## src/rtl/spi_arbiter.sv

```systemverilog
// Round-robin arbiter sharing one SPI master between NUM_REQ byte-burst requesters.
// Grant and link configuration are frozen from the first byte until the master has drained back to idle.
module spi_arbiter #(
    parameter int NUM_REQ   = 4,
    parameter int DATAWIDTH = 8,
    parameter int IDXW      = $clog2(NUM_REQ)
) (
    input  logic                           clk,
    input  logic                           resetN,
    input  logic [NUM_REQ-1:0]             reqValid,
    input  logic [NUM_REQ*DATAWIDTH-1:0]   reqData,
    input  logic [NUM_REQ-1:0]             reqLast,
    output logic [NUM_REQ-1:0]             reqReady,
    output logic [NUM_REQ-1:0]             rspValid,
    output logic [DATAWIDTH-1:0]           rspData,
    input  logic [NUM_REQ*16-1:0]          cfgClocksPerCycle,
    input  logic [NUM_REQ-1:0]             cfgPolarity,
    input  logic [NUM_REQ-1:0]             cfgPhase,
    input  logic [NUM_REQ-1:0]             cfgDirection,
    input  logic [NUM_REQ-1:0]             cfgSsEnable,
    output logic [IDXW-1:0]                grantIdx,
    output logic                           busy,
    output logic [15:0]                    spiClocksPerCycle,
    output logic                           spiClockPolarity,
    output logic                           spiClockPhase,
    output logic                           spiDataDirection,
    output logic                           spiSsEnable,
    output logic                           spiTransmitValid,
    output logic [DATAWIDTH-1:0]           spiDataRegIn,
    input  logic                           spiTransmitReady,
    input  logic                           spiReceiveValid,
    input  logic [DATAWIDTH-1:0]           spiDataReg,
    input  logic                           spiSs,
    output logic [NUM_REQ-1:0]             ssN
);

    typedef enum logic [1:0] {IDLE, XFER, DRAIN} state_e;

    state_e          state_q;
    logic [IDXW-1:0] grant_q;
    logic [IDXW-1:0] rr_ptr_q;
    logic            last_acc_q;
    logic [17:0]     drain_cnt_q;
    logic [15:0]     cpc_q;
    logic            pol_q, pha_q, dir_q, sse_q;

    logic [IDXW-1:0] pick_idx;
    logic            pick_vld;
    logic [IDXW-1:0] grant_nxt;
    logic            in_xfer, tx_vld, accept, end_burst;

    // Descending scan so the smallest cyclic offset from rr_ptr_q wins.
    always_comb begin
        pick_vld = 1'b0;
        pick_idx = '0;
        for (int off = NUM_REQ - 1; off >= 0; off--) begin
            if (reqValid[IDXW'((int'(rr_ptr_q) + off) % NUM_REQ)]) begin
                pick_vld = 1'b1;
                pick_idx = IDXW'((int'(rr_ptr_q) + off) % NUM_REQ);
            end
        end
    end

    assign grant_nxt = (grant_q == IDXW'(NUM_REQ - 1)) ? '0 : grant_q + 1'b1;
    assign in_xfer   = (state_q == XFER);
    assign tx_vld    = in_xfer && reqValid[grant_q] && !last_acc_q;
    assign accept    = tx_vld && spiTransmitReady;
    // A receive with nothing queued behind it closes the burst, whether reqLast was seen or the requester underran.
    assign end_burst = in_xfer && spiReceiveValid && (last_acc_q || !tx_vld);

    assign busy              = (state_q != IDLE);
    assign grantIdx          = grant_q;
    assign spiTransmitValid  = tx_vld;
    assign spiDataRegIn      = reqData[grant_q*DATAWIDTH +: DATAWIDTH];
    assign rspData           = spiDataReg;
    assign spiClocksPerCycle = cpc_q;
    assign spiClockPolarity  = pol_q;
    assign spiClockPhase     = pha_q;
    assign spiDataDirection  = dir_q;
    assign spiSsEnable       = sse_q;

    always_comb begin
        reqReady          = '0;
        rspValid          = '0;
        ssN               = '1;
        reqReady[grant_q] = in_xfer && spiTransmitReady && !last_acc_q;
        rspValid[grant_q] = in_xfer && spiReceiveValid;
        ssN[grant_q]      = busy ? spiSs : 1'b1;
    end

    always_ff @(posedge clk or negedge resetN) begin
        if (!resetN) begin
            state_q     <= IDLE;
            grant_q     <= '0;
            rr_ptr_q    <= '0;
            last_acc_q  <= 1'b0;
            drain_cnt_q <= '0;
            cpc_q       <= 16'd1;
            pol_q       <= 1'b0;
            pha_q       <= 1'b0;
            dir_q       <= 1'b0;
            sse_q       <= 1'b0;
        end else begin
            case (state_q)
                IDLE: begin
                    if (pick_vld) begin
                        grant_q    <= pick_idx;
                        cpc_q      <= cfgClocksPerCycle[pick_idx*16 +: 16];
                        pol_q      <= cfgPolarity[pick_idx];
                        pha_q      <= cfgPhase[pick_idx];
                        dir_q      <= cfgDirection[pick_idx];
                        sse_q      <= cfgSsEnable[pick_idx];
                        last_acc_q <= 1'b0;
                        state_q    <= XFER;
                    end
                end
                XFER: begin
                    if (accept && reqLast[grant_q]) begin
                        last_acc_q <= 1'b1;
                    end
                    if (end_burst) begin
                        drain_cnt_q <= {1'b0, cpc_q, 1'b0} + 18'd4;
                        state_q     <= DRAIN;
                    end
                end
                DRAIN: begin
                    // Counter reaches zero on the edge that returns to IDLE: exactly 2*cpc+4 drain cycles.
                    drain_cnt_q <= drain_cnt_q - 18'd1;
                    if (drain_cnt_q <= 18'd1) begin
                        rr_ptr_q <= grant_nxt;
                        state_q  <= IDLE;
                    end
                end
                default: state_q <= IDLE;
            endcase
        end
    end

endmodule

```

## config.mk

```make
export PLATFORM = sky130hd
export DESIGN_NAME = spi_arbiter
export DESIGN_NICKNAME = d
export VERILOG_FILES = /design/src/rtl/spi_arbiter.sv
export SDC_FILE = /design/constraint.sdc
export NUM_CORES = 1
export LEC_CHECK = 0
export BUFFER_PORTS_ARGS = -buffer_cell sky130_fd_sc_hd__buf_2
export CELL_PAD_IN_SITES_DETAIL_PLACEMENT = 0
export CELL_PAD_IN_SITES_GLOBAL_PLACEMENT = 1
export CORE_ASPECT_RATIO = 0.6
export CORE_MARGIN = 2
export CORE_UTILIZATION = 30
export DETAILED_ROUTE_END_ITERATION = 10
export PLACE_DENSITY_LB_ADDON = 0.2
export SLEW_MARGIN = 25
export SYNTH_ARGS = -nofsm -noshare
export SYNTH_HDL_FRONTEND = slang
export SYNTH_SLANG_ARGS = --single-unit
```

## constraint.sdc

```tcl
create_clock -name clk -period 3.4 [get_ports clk]
set_clock_uncertainty 0.15 [all_clocks]
set_input_delay 0.68 -clock clk [delete_from_list [all_inputs] [get_ports clk]]
set_output_delay 0.68 -clock clk [all_outputs]
set_load 0.05 [all_outputs]
```

==> results.md <==
* Die area at 12000 sq um
* Final Critical Period at 2.68 ns
* Critical path arrival at 1.85 ns
* Placed cells at 638
* Number of synthesized flops with an enable pin at 0
* Setup violators final at 0
* CTS buffer count at 5
* CP endpoint kind: primary output
* Initial antenna violation count at 0
* Site row count at 29
* Met1 Use GR at 0.258
* Clk pin slew, worst setup/hold paths at 0.06 ns
* Clk sinks at 45
* DR iter-0 viols at 248
* Core area at 10700 sq um
* Total GRT Usage at 0.180
* Mapped Cells at 349
* Finished Cell Area at 4420 sq um
* Total power draw at 3.82 mW
* Hpwl dp at 8490 um
* # DRC at 9
* Synth warn at 0
* Area leader, netlist: dfrtp_1
* # Post-CTS Setup Buffers at 0
* Status: finished with violations
* Io pins at 185
* Worst-skew pair later-pin latency at 0.30 ns
* Synth Flop Type: dfrtp_1
* Area added between synthesis and finish at 32.7%
* Pwr dens at 864 nW/um^2
* Yosys reg bits at 45
* FFs w/ async S/R, synth at 1.00
* Synth top area share at 0.331
* Final Hold Fails at 0
* # H-tree levels at 2
* Synth Cell Area at 3330 sq um
* Port Buf Inserts at 168
* RSZ-0062 raised after global routing: false
* Vias in the first global route at 3282
* Syn_area_per_cell at 9.54 sq um
* Failing checks: DRC
* DR vias at 3353
* Worst vdd ir at 0.316 mV
* CTS tree: done
* Clock buffer depth at 2
* Vias/cell at 5.19
* Gr busiest metal: met2
* Fin Hold WS at 0.235 ns
* Synth top area cells: dfrtp_1 (33%), mux2i_1 (12%), mux4_2 (6.8%), o221ai_1 (5.0%), nand2_1 (4.4%)
* Sequential cell area fraction in the yosys report at 0.339
* Slew Limit Fails at 0
* Met3 Use GR at 0.0419
* Max Cap Viol at 0
* Fin nets at 646
* GRT met2 Usage at 0.279
* Worst EP required at 2.57 ns
* ANT cells at 0
* Leak at 2.16 nW
* Post-cts sizing count at 0
* Clock Tree Root: clkbuf_16
* Global-route wire length before repair at 16900 um
* Drt total wl at 10700 um
* Worst r2r path cells at 5
* Crit path launch type: register
* Filler cell count in the final layout at 1079
* Pin count of the biggest net entering global routing at 46
* CP Class: reg2out
* GPL Wtd Cong at 0.796
* Syn_nets at 489
* DIE HEIGHT at 85.6 um
* Finished Layout Cells at 646
* Fin crit share at 0.790
* Avg WL per Cell at 16.5 um
* Relative slew slack at 0.517
* Layout cells sized above 1 at 0.410
* Overflow after GRT at 0
* Setup TNS at 0 ns
* Hold_buf cts at 0
* Worst min path class: in2async
* DIE WIDTH at 140 um
* Max Freq at 372 MHz
* Dpl cell area at 4270 sq um
* Crit-path max FO at 14
* Distinct cells, synth at 51
* Worst Tran Pin Value at 0.718 ns
* Post-route ant nets at 0
* Initial Util at 0.311
* DR pass1 iterations at 9
-- power breakdown --
group          total (mW)  leakage, nW  internal (mW)  switching (mW)
Clock               0.492       0.0702          0.274           0.219
Sequential           1.18        0.553          0.778           0.398
Combinational        2.15         1.53          0.705            1.45
-- sequential cells by signal, summed over array words and instances, names as in the netlist, 2 cells and up --
name / flops
state_q: 2
drain_cnt_q: 18
grantIdx: 2
spiClocksPerCycle: 16
rr_ptr_q: 2
-- critical path, cell delays in order (launching register included) --
cell	delay (ns)
dfrtp_1	0.69
mux4_2	0.36
nor3b_1	0.21
buf_2	0.30
-- synth_stat cells, types with 2 or more instances --
library cell	n
a221oi_1	2
ha_1	7
mux2i_1	40
or4_1	3
and3_1	2
and2_1	9
clkbuf_1	10
mux4_2	10
a31o_2	2
o221ai_1	19
nor3b_1	3
nand2b_1	6
buf_2	4
nor2_1	21
xor2_1	6
o211ai_1	4
xnor2_1	10
a21o_1	2
a21oi_1	11
o21ai_0	10
dfrtp_1	44
nand3_1	11
nand2_1	39
nand4_1	5
or3_1	5
buf_1	3
nor4_2	2
o311ai_0	3
nor4_1	5
o22ai_1	2
o21ai_1	2
buf_4	8
a311oi_1	2
mux2_2	3
or4_4	3
nor3_1	8
inv_1	9
-- worst paths after layout --
kind	to	from	slack (ns)
setup / recovery	spiTransmitValid	grantIdx[1]	0.72
hold / removal	state_q[0]	resetN	0.24
setup reg to reg	rr_ptr_q[1]	drain_cnt_q[4]	1.00
hold reg to reg	spiDataDirection	spiDataDirection	0.34
max in group asynchronous	spiDataDirection	resetN	2.47
min in group clk	spiDataDirection	spiDataDirection	0.34
-- cell type report --
cell class | instances | area, sq um | share of cell area
multi-input cells | 270 | 2040 | 0.462
flip-flops and latches | 45 | 1130 | 0.255
repair buffers | 175 | 896 | 0.203
well taps | 139 | 174 | 0.0394
clock buffers | 5 | 125 | 0.0283
inverters | 9 | 33.8 | 0.00764
clock inverters | 3 | 21.3 | 0.00481
-- routing by layer --
layer | vias to the layer above | wire (um)
li1 | 1627 | -
met1 | 1575 | 5150
met2 | 144 | 4520
met3 | 7 | 903
met4 | 0 | 91
met5 | - | 0
-- stage by stage --
step            util  setup slack, ns
3_5_place_dp   0.399            0.793
4_1_cts        0.413            0.663
2_1_floorplan      -            0.277
3_3_place_gp   0.399            0.854
5_1_grt        0.413            0.582
6_report       0.413            0.715
-- cells by family (layout without fill, tap and decap cells) --
family                     count (synthesis)  in the layout  share of synthesized area
buffers and inverters                     34            192                     0.0489
xor gates and xnor gates                  16             16                     0.0421
adders and majority gates                  7              7                     0.0263
AOI/OAI and AO/OA                         68             68                      0.150
muxes                                     53             53                      0.198
and+or+nand+nor                          126            126                      0.197
DFF                                       45             45                      0.339
-- layout by cell type, fill, tap and decap left out, drive strengths merged, types with 4 or more instances in the layout --
master	synthesis	final
a21oi	11	11
and2	9	9
buf	15	175
clkbuf	10	5
dfrtp	44	44
ha	7	7
inv	9	10
mux2i	40	40
mux4	10	10
nand2	39	39
nand2b	6	6
nand3	11	11
nand4	5	5
nor2	21	21
nor3	8	8
nor4	7	7
o211ai	4	4
o21ai	13	13
o221ai	19	19
or3	6	6
or4	6	6
xnor2	10	10
xor2	6	6
No activity file was read; power rests on OpenSTA's default activity.
